[src/rtl/fetch_unit_if.sv]
// Instruction-memory request/acknowledge bundle between the fetch stage and imem.
interface fetch_unit_if;
  logic        imem_req;
  logic [31:0] imem_addr;
  logic        imem_ack;
  logic [31:0] imem_rdata;

  modport master (output imem_req, imem_addr, input imem_ack, imem_rdata);
  modport slave  (input imem_req, imem_addr, output imem_ack, imem_rdata);
endinterface

[src/rtl/fetch_unit.sv]
// Fetch control: drives the external PC register, runs the imem req/ack
// handshake and owns the IF/ID register with stall, flush and redirect.
module fetch_unit #(
  parameter logic [31:0] RESET_VECTOR = 32'h0000_0000,
  parameter logic [31:0] NOP_INSTR    = 32'h0000_0000
) (
  input  logic               clk,
  input  logic               rst,
  input  logic [31:0]        pc_cur,
  output logic [31:0]        pc_next,
  output logic               pc_en,
  fetch_unit_if.master       imem,
  input  logic               stall,
  input  logic               redirect,
  input  logic [31:0]        redirect_target,
  output logic               ifid_valid,
  output logic [31:0]        ifid_instr,
  output logic [31:0]        ifid_pc,
  output logic [31:0]        ifid_pc4
);

  localparam logic [1:0] BOOT  = 2'd0;
  localparam logic [1:0] FETCH = 2'd1;
  localparam logic [1:0] HOLD  = 2'd2;
  localparam logic [1:0] DRAIN = 2'd3;

  logic [1:0]  state_q, state_d;
  logic        ifid_valid_q, ifid_valid_d;
  logic [31:0] ifid_instr_q, ifid_instr_d;
  logic [31:0] ifid_pc_q, ifid_pc_d;
  logic [31:0] ifid_pc4_q, ifid_pc4_d;
  logic [31:0] pend_q, pend_d;
  logic [31:0] skid_q, skid_d;

  logic [31:0] pc_plus4;
  logic [31:0] target;

  assign pc_plus4       = pc_cur + 32'd4;
  assign target         = redirect_target & ~32'h0000_0003;
  assign imem.imem_addr = pc_cur;

  assign ifid_valid = ifid_valid_q;
  assign ifid_instr = ifid_instr_q;
  assign ifid_pc    = ifid_pc_q;
  assign ifid_pc4   = ifid_pc4_q;

  always_comb begin
    state_d       = state_q;
    ifid_valid_d  = ifid_valid_q;
    ifid_instr_d  = ifid_instr_q;
    ifid_pc_d     = ifid_pc_q;
    ifid_pc4_d    = ifid_pc4_q;
    pend_d        = pend_q;
    skid_d        = skid_q;
    pc_en         = 1'b0;
    pc_next       = pc_plus4;
    imem.imem_req = 1'b0;

    // The PC register has no reset, so reset itself must load the vector.
    if (rst) begin
      pc_en   = 1'b1;
      pc_next = RESET_VECTOR;
    end else begin
      case (state_q)
        BOOT: begin
          pc_en   = 1'b1;
          pc_next = RESET_VECTOR;
          state_d = FETCH;
        end
        FETCH: begin
          imem.imem_req = 1'b1;
          if (imem.imem_ack) begin
            if (redirect) begin
              pc_en        = 1'b1;
              pc_next      = target;
              ifid_valid_d = 1'b0;
              ifid_instr_d = NOP_INSTR;
            end else if (stall) begin
              skid_d  = imem.imem_rdata;
              state_d = HOLD;
            end else begin
              pc_en        = 1'b1;
              ifid_valid_d = 1'b1;
              ifid_instr_d = imem.imem_rdata;
              ifid_pc_d    = pc_cur;
              ifid_pc4_d   = pc_plus4;
            end
          end else if (redirect) begin
            pend_d       = target;
            ifid_valid_d = 1'b0;
            ifid_instr_d = NOP_INSTR;
            state_d      = DRAIN;
          end else if (!stall) begin
            ifid_valid_d = 1'b0;
          end
        end
        HOLD: begin
          if (redirect) begin
            pc_en        = 1'b1;
            pc_next      = target;
            ifid_valid_d = 1'b0;
            ifid_instr_d = NOP_INSTR;
            state_d      = FETCH;
          end else if (!stall) begin
            pc_en        = 1'b1;
            ifid_valid_d = 1'b1;
            ifid_instr_d = skid_q;
            ifid_pc_d    = pc_cur;
            ifid_pc4_d   = pc_plus4;
            state_d      = FETCH;
          end
        end
        DRAIN: begin
          // The old request must complete before the target can be issued.
          imem.imem_req = 1'b1;
          if (imem.imem_ack) begin
            pc_en   = 1'b1;
            pc_next = redirect ? target : pend_q;
            state_d = FETCH;
          end else if (redirect) begin
            pend_d = target;
          end
        end
        default: state_d = BOOT;
      endcase
    end
  end

  always_ff @(posedge clk) begin
    if (rst) begin
      state_q      <= BOOT;
      ifid_valid_q <= 1'b0;
      ifid_instr_q <= NOP_INSTR;
      ifid_pc_q    <= '0;
      ifid_pc4_q   <= '0;
      pend_q       <= '0;
      skid_q       <= '0;
    end else begin
      state_q      <= state_d;
      ifid_valid_q <= ifid_valid_d;
      ifid_instr_q <= ifid_instr_d;
      ifid_pc_q    <= ifid_pc_d;
      ifid_pc4_q   <= ifid_pc4_d;
      pend_q       <= pend_d;
      skid_q       <= skid_d;
    end
  end

endmodule

[src/flat_wrapper.sv]
// flat-port wrapper written by rule: the top's interface ports become plain ports
module fetch_unit_flat 
#(
  parameter logic [31:0] RESET_VECTOR = 32'h0000_0000,
  parameter logic [31:0] NOP_INSTR    = 32'h0000_0000
)
  (clk, rst, pc_cur, pc_next, pc_en, stall, redirect, redirect_target, ifid_valid, ifid_instr, ifid_pc, ifid_pc4, imem_imem_req, imem_imem_addr, imem_imem_ack, imem_imem_rdata);
  fetch_unit_if imem_i ();
  input  logic clk;
  input  logic rst;
  input  logic [31:0] pc_cur;
  output logic [31:0] pc_next;
  output logic pc_en;
  input  logic stall;
  input  logic redirect;
  input  logic [31:0] redirect_target;
  output logic ifid_valid;
  output logic [31:0] ifid_instr;
  output logic [31:0] ifid_pc;
  output logic [31:0] ifid_pc4;
  output wire logic [$bits(imem_i.imem_req)-1:0] imem_imem_req;
  output wire logic [$bits(imem_i.imem_addr)-1:0] imem_imem_addr;
  input wire logic [$bits(imem_i.imem_ack)-1:0] imem_imem_ack;
  input wire logic [$bits(imem_i.imem_rdata)-1:0] imem_imem_rdata;
  assign imem_imem_req = imem_i.imem_req;
  assign imem_imem_addr = imem_i.imem_addr;
  assign imem_i.imem_ack = imem_imem_ack;
  assign imem_i.imem_rdata = imem_imem_rdata;
  fetch_unit #(.RESET_VECTOR(RESET_VECTOR), .NOP_INSTR(NOP_INSTR)) u_core (.clk(clk), .rst(rst), .pc_cur(pc_cur), .pc_next(pc_next), .pc_en(pc_en), .imem(imem_i), .stall(stall), .redirect(redirect), .redirect_target(redirect_target), .ifid_valid(ifid_valid), .ifid_instr(ifid_instr), .ifid_pc(ifid_pc), .ifid_pc4(ifid_pc4));
endmodule
[config.mk]
export PLATFORM = sky130hd
export DESIGN_NAME = fetch_unit_flat
export DESIGN_NICKNAME = d
export VERILOG_FILES = /design/src/rtl/fetch_unit_if.sv /design/src/rtl/fetch_unit.sv /design/src/flat_wrapper.sv
export SDC_FILE = /design/constraint.sdc
export NUM_CORES = 1
export LEC_CHECK = 0
export CAP_MARGIN = 25
export CORE_ASPECT_RATIO = 1.75
export CORE_MARGIN = 3
export CORE_UTILIZATION = 46
export DETAILED_ROUTE_END_ITERATION = 12
export PLACE_DENSITY_LB_ADDON = 0.2
export REMOVE_ABC_BUFFERS = 1
export SLEW_MARGIN = 15
export SYNTH_ARGS = -nofsm -noshare
export SYNTH_HDL_FRONTEND = slang
export SYNTH_SLANG_ARGS = --single-unit
[constraint.sdc]
create_clock -name clk -period 2.7 [get_ports clk]
set_input_delay 0.405 -clock clk [delete_from_list [all_inputs] [get_ports clk]]
set_output_delay 0.405 -clock clk [all_outputs]
set_load 0.01 [all_outputs]
* Word level (Yosys, flattened, before mapping)
Cells that the tools add are included.
** Storage, ports and cells
- Input port bits :: 101
- Bits in registers :: 163
** Cells by class
- $add $sub $neg :: 1
- Muxes and demuxes :: 43
- Bitwise logic cells :: 2
- Eq/ne operators :: 11
- Reductions and logical operators :: 9
** Operators with widths (count)
- two-way mux 32 bit :: 17
- case mux 32 bit (2 select lines) :: 3
- case mux 32 bit (4 select lines) :: 1
- adder 32 x 3 -> 32 bit, second input constant :: 1
- != test 3 bit, second input constant :: 5
- two-way mux 2 bit :: 7
- two-way mux 1 bit :: 12
- case mux 2 bit (4 select lines) :: 1
- AND reduction 4 bit :: 2
- AND reduction 2 bit :: 3
- AND reduction 5 bit :: 1
- equality test 2 bit, second input constant :: 2
- != test 2 bit, second input constant :: 2
- != test 4 bit, second input constant :: 1
- case mux 1 bit (4 select lines) :: 1
- equality test 2 x 1 -> 1 bit, second input constant :: 1
- logical NOT 2 bit :: 1
- inverter 1 bit :: 2
- case mux 1 bit (2 select lines) :: 1
- nonzero test 2 bit :: 1
- OR reduction 2 bit :: 1

* Logic depth before layout (Yosys ltp)
- Word-level depth :: 5
- Depth in mapped cells :: 10
- Depth with buffers taken out :: 7

* Worst setup path after synthesis
Ideal clock, no wire load.
- Path type :: flip-flop to output port
- Start point :: reg u_core.state_q[1]
- End point :: out pc_next[14]
- Setup slack :: 460 ps
- Cell stages (with the launch flop) :: 9
- Arrival :: 1835 ps
- Path through :: dfxtp_1 > inv_1 > ha_1 > buf_2 > o21ai_1 > o21ai_0 > clkbuf_1 > a222oi_1 > nor2_1
** On the way
- Longest elaborated chain between the ends :: 3
- Elaborated cells between the ends (all ways) :: 6
- Classes of those cells :: 3 x eq/ne; 2 x mux; 1 x reduce/logical
** Ends and longest elaborated chain
- start: declaration :: line fetch_unit.sv:27 : logic [1:0] state_q, state_d;
- start signal: assignment :: line fetch_unit.sv:139 : state_q <= state_d;
- equality test 2 bit, or another cell as far along :: line fetch_unit.sv:64 : case (state_q)
- case mux 32 bit (4 select lines) * :: line fetch_unit.sv:64
- two-way mux 32 bit * :: line fetch_unit.sv:60 : if (rst) begin
- end: declaration :: line flat_wrapper.sv:12 : output logic [31:0] pc_next;
Every way passes the cells marked *; elsewhere a longest branch is shown, timed or not.

* Final worst setup path
- Start point :: reg u_core.state_q[1]
- End point :: out pc_next[29]
The elaborated chain is that of the path after synthesis.

==> impl_results.md <==
- Finish-stage setup viols: 0
- Dpl ws: -0.6116 ns
- Endpoint required time on the critical path: 2.30 ns
- CTS hold repair buffers: 0
- Overflow left after global routing: 0
- Synth Area per Inst: 7.570 sq um
- CTS sink count: 161
- Crit-path max cell delay: 0.38 ns
- Clk slew on worst S/H paths: 0.07 ns
- Portion of total power attributed to sequential cells: 0.373
- RSZ-0062 raised after global routing: true
- Met3 wire length: 2.056 mm
- Buffering stage count on the worst path with inverters included: 5
- Number of register bits inferred by synthesis: 161
- Library cell used as clock root buffer: sky130_fd_sc_hd__clkbuf_16
- Source-to-sink clock delay at the later pin of the worst-skew pair: 0.41 ns
- Syn Std Cell Area: 7880 sq um
- Sequential element share of the synthesized area: 0.4090
- Worst Clk Skew: 0.01064 ns
- Core region area: 16,600 sq um
- Type of origin of the critical path: register
- Count of maximum capacitance violations: 0
- Buffers from clock root to sink, at most: 2
- Worst vdd rail ir drop: 0.4135 mV
- Predominant post-synthesis flop cell: sky130_fd_sc_hd__dfxtp_1
- Cell row count: 62
- Area overhead of the layout relative to synthesis: 56.14%
- Area of the die: 18,800 sq um
- Switching power of the nets: 2.059 mW
- Pin count of the biggest net entering global routing: 74
- Synthesized instance count: 1,041
- Type of destination of the critical path: output port
- Nets@finish: 1,459
- Highest routed layer: met4
- Result of the run: complete, no violations
- Global-route wire length before repair: 42.30 mm
- Wire length after detailed routing: 27.60 mm
- Critical path data arrival time: 2.29 ns
- Drt drc: 0
- Clock share of power: 0.379
- Vias in the first global route: 8,172
- TritonCTS Buffers: 17
- Maximum level of the CTS H-tree: 4
- Number of placed instances with taps included: 1,535
- Area contributors post-synth: sky130_fd_sc_hd__dfxtp_1, sky130_fd_sc_hd__nand2_1, sky130_fd_sc_hd__a21oi_1
- Count of buffers from port buffering: 261
- Static leakage: 4.684 nW
- Timing-limited maximum frequency: 371.6 MHz
- Final worst path period share: 0.9967
- Layout cells sized above 1: 0.2167
- Switching share of power: 0.2979
- Top cell family by delay on the critical path: compound AO/OA/AOI/OAI gates
- Initial antenna violation count: 1
- Number of detailed-route iterations in the first pass: 7
- Antenna-violating nets left: 0
- Synthesis Warnings: 0
- Ys async rst share: 0
- Clock tree from TritonCTS: yes
- CP max FO: 7
- Total Power Consumption: 6.910 mW
- Total number of vias: 8,651
- Detail-routed net length per standard cell: 17.35 um
- Count of pins on the block boundary: 264
- Total routed wire length on the met1 layer: 10.09 mm
- Global router's overall resource usage: 0.2772
- Yosys top cell by area: sky130_fd_sc_hd__dfxtp_1
- Critical path class: register to output port
- RD Place Congestion: 0.8215
- Logic pwr share: 0.248
- Worst relative slew slack: 0.4621
- Detailed-routed wire length on met2: 14.36 mm
- Slew at the pin closest to its max-slew limit: 0.8068 ns
- Final-report max-slew violation count: 0
- HPWL reported at the end of detailed placement: 18.91 mm
- Post-synth EDFFs: 0
- Die X: 104.9 um
- Share of Yosys cell area claimed by the top area cell type: 0.4090
- CP Cell Sequence: inv_4, ha_4, a21oi_2, buf_4, a21oi_2, buf_6, buf_4, a22o_1, o21ai_0, nor2_1, buf_2
- Cell with the biggest individual delay on the critical path: sky130_fd_sc_hd__dfxtp_4
- Setup TNS: 0 ns
- Count of different cell masters after synthesis: 50
- Drt via density: 5.437
- Number of hold violations in the final report: 0
- Int Power: 4.851 mW
- Fin worst setup slack: 0.008970 ns
- Pwr/cell area: 561.6 nW/um^2
- DIE HEIGHT: 179.1 um
- Effective utilization at floorplan: 0.4747
- Path category of the worst min-delay check: primary input to register
- Time the worst path needs with I/O delays and setup: 2.691 ns
- Finished Layout Cells: 1,591
- Starting DRC count in detailed routing: 468
## layout make-up
cell class	count	area, sq um
Antenna cell	1	2.502
Clock inverter	14	192.7
Inverter	10	40.04
Fill cell	1296	4297
Tap cell	224	280.3
Multi-Input combinational cell	754	4324
Clock buffer	18	439.2
Sequential cell	161	3231
Timing Repair Buffer	409	3795
## flip-flops by register name, indices dropped and copies added, names as in the netlist
| register | count |
|---|---|
| u_core.ifid_instr | 32 |
| u_core.ifid_pc4 | 32 |
| u_core.pend_q | 32 |
| u_core.skid_q | 32 |
| u_core.ifid_pc | 30 |
| u_core.state_q | 2 |
| u_core.ifid_valid | 1 |
## power groups by stage
stage	combinational (mW)	clock (mW)	sequential (mW)
after CTS	1.69	2.66	2.57
after floorplan	0.637	0	2.66
final	1.72	2.62	2.58
after global placement	1.65	0	2.62
after global routing	1.85	2.75	2.59
after detailed placement	1.68	0	2.62
## repair_timing
action / CTS / global route
setup endpoints to repair: 33 / 31
buffers inserted: 10 / 11
cloned: 1 / 0
gates resized for setup: 148 / 63
pin swaps: 23 / 35
## routing by layer
layer / up-vias / global-route usage
li1: 4181 / -
met1: 4028 / 0.3148
met2: 374 / 0.5059
met3: 68 / 0.06270
met4: 0 / 0.1002
met5: - / 0
## metrics by stage
| step | util | hold slack, ns | cell area (sq um) |
|---|---|---|---|
| after floorplan | - | 0.4268 | 7289 |
| after global placement | 0.6782 | 0.4383 | 11260 |
| after detailed placement | 0.6782 | 0.4454 | 11260 |
| after CTS | 0.7297 | 0.2556 | 12110 |
| after global routing | 0.7412 | 0.2572 | 12300 |
| final | 0.7412 | 0.2640 | 12300 |
## path summary, 6_finish.rpt
path | startpoint | end | slack [ns] | cells after the start
max reg2reg | u_core.state_q[0]$_SDFFE_PP0P_ | u_core.ifid_pc4[17]$_SDFFE_PP0P_ | 0.60 | 7
min reg2reg | u_core.ifid_instr[22]$_SDFFE_PP0P_ | u_core.ifid_instr[22]$_SDFFE_PP0P_ | 0.45 | 2
max | u_core.state_q[1]$_SDFFE_PP0P_ | pc_next[29] | 0.009 | 11
min | rst | u_core.ifid_pc[5]$_SDFFE_PP0P_ | 0.26 | 2
## kinds of logic (layout without fill, tap and decap cells)
logic type | Yosys count | in the layout | synth area share
compound gates | 254 | 254 | 0.1882
fa+ha+maj | 5 | 5 | 0.007939
buf+inv | 126 | 451 | 0.07971
simple gates | 441 | 441 | 0.2442
other cells | 0 | 1 | 0
mux | 36 | 36 | 0.05097
xor+xnor | 18 | 18 | 0.02001
flops | 161 | 161 | 0.4090
## worst reg2reg max path, stage by stage, from the launching register on
cell	delay (ns)
sky130_fd_sc_hd__dfxtp_4	0.38
sky130_fd_sc_hd__inv_2	0.06
sky130_fd_sc_hd__ha_1	0.36
sky130_fd_sc_hd__nand2b_1	0.14
sky130_fd_sc_hd__or3_2	0.46
sky130_fd_sc_hd__buf_4	0.28
sky130_fd_sc_hd__nor3_1	0.20
sky130_fd_sc_hd__nor3_1	0.07
## synth_stat cells, types with 13 or more instances
| master | instances |
|---|---|
| sky130_fd_sc_hd__nand2_1 | 247 |
| sky130_fd_sc_hd__clkbuf_1 | 67 |
| sky130_fd_sc_hd__mux2_2 | 33 |
| sky130_fd_sc_hd__a21oi_1 | 151 |
| sky130_fd_sc_hd__xnor2_1 | 13 |
| sky130_fd_sc_hd__a22oi_1 | 15 |
| sky130_fd_sc_hd__nor2_1 | 71 |
| sky130_fd_sc_hd__nand3_1 | 47 |
| sky130_fd_sc_hd__buf_4 | 36 |
| sky130_fd_sc_hd__nor3_1 | 29 |
| sky130_fd_sc_hd__o21ai_0 | 31 |
| sky130_fd_sc_hd__dfxtp_1 | 161 |
## cells in the final DEF, fill, tap and decap left out, types with 6 or more instances in the layout
| master | n |
|---|---|
| sky130_fd_sc_hd__dlymetal6s2s_1 | 16 |
| sky130_fd_sc_hd__o21a_1 | 7 |
| sky130_fd_sc_hd__mux2_2 | 33 |
| sky130_fd_sc_hd__nand3_1 | 44 |
| sky130_fd_sc_hd__dlygate4sd2_1 | 11 |
| sky130_fd_sc_hd__o31a_1 | 6 |
| sky130_fd_sc_hd__xnor2_1 | 10 |
| sky130_fd_sc_hd__dfxtp_1 | 159 |
| sky130_fd_sc_hd__buf_6 | 8 |
| sky130_fd_sc_hd__clkdlybuf4s50_1 | 204 |
| sky130_fd_sc_hd__a22oi_1 | 12 |
| sky130_fd_sc_hd__clkbuf_16 | 18 |
| sky130_fd_sc_hd__nor4_4 | 8 |
| sky130_fd_sc_hd__buf_4 | 131 |
| sky130_fd_sc_hd__inv_1 | 8 |
| sky130_fd_sc_hd__buf_2 | 21 |
| sky130_fd_sc_hd__nand2_1 | 245 |
| sky130_fd_sc_hd__a211oi_1 | 7 |
| sky130_fd_sc_hd__o21ai_0 | 24 |
| sky130_fd_sc_hd__nand4_1 | 9 |
| sky130_fd_sc_hd__nor3_1 | 26 |
| sky130_fd_sc_hd__o21ai_1 | 6 |
| sky130_fd_sc_hd__a222oi_1 | 10 |
| sky130_fd_sc_hd__nor2_1 | 66 |
| sky130_fd_sc_hd__buf_12 | 9 |
| sky130_fd_sc_hd__a21oi_1 | 149 |
Power figures use the tool's default switching activity.
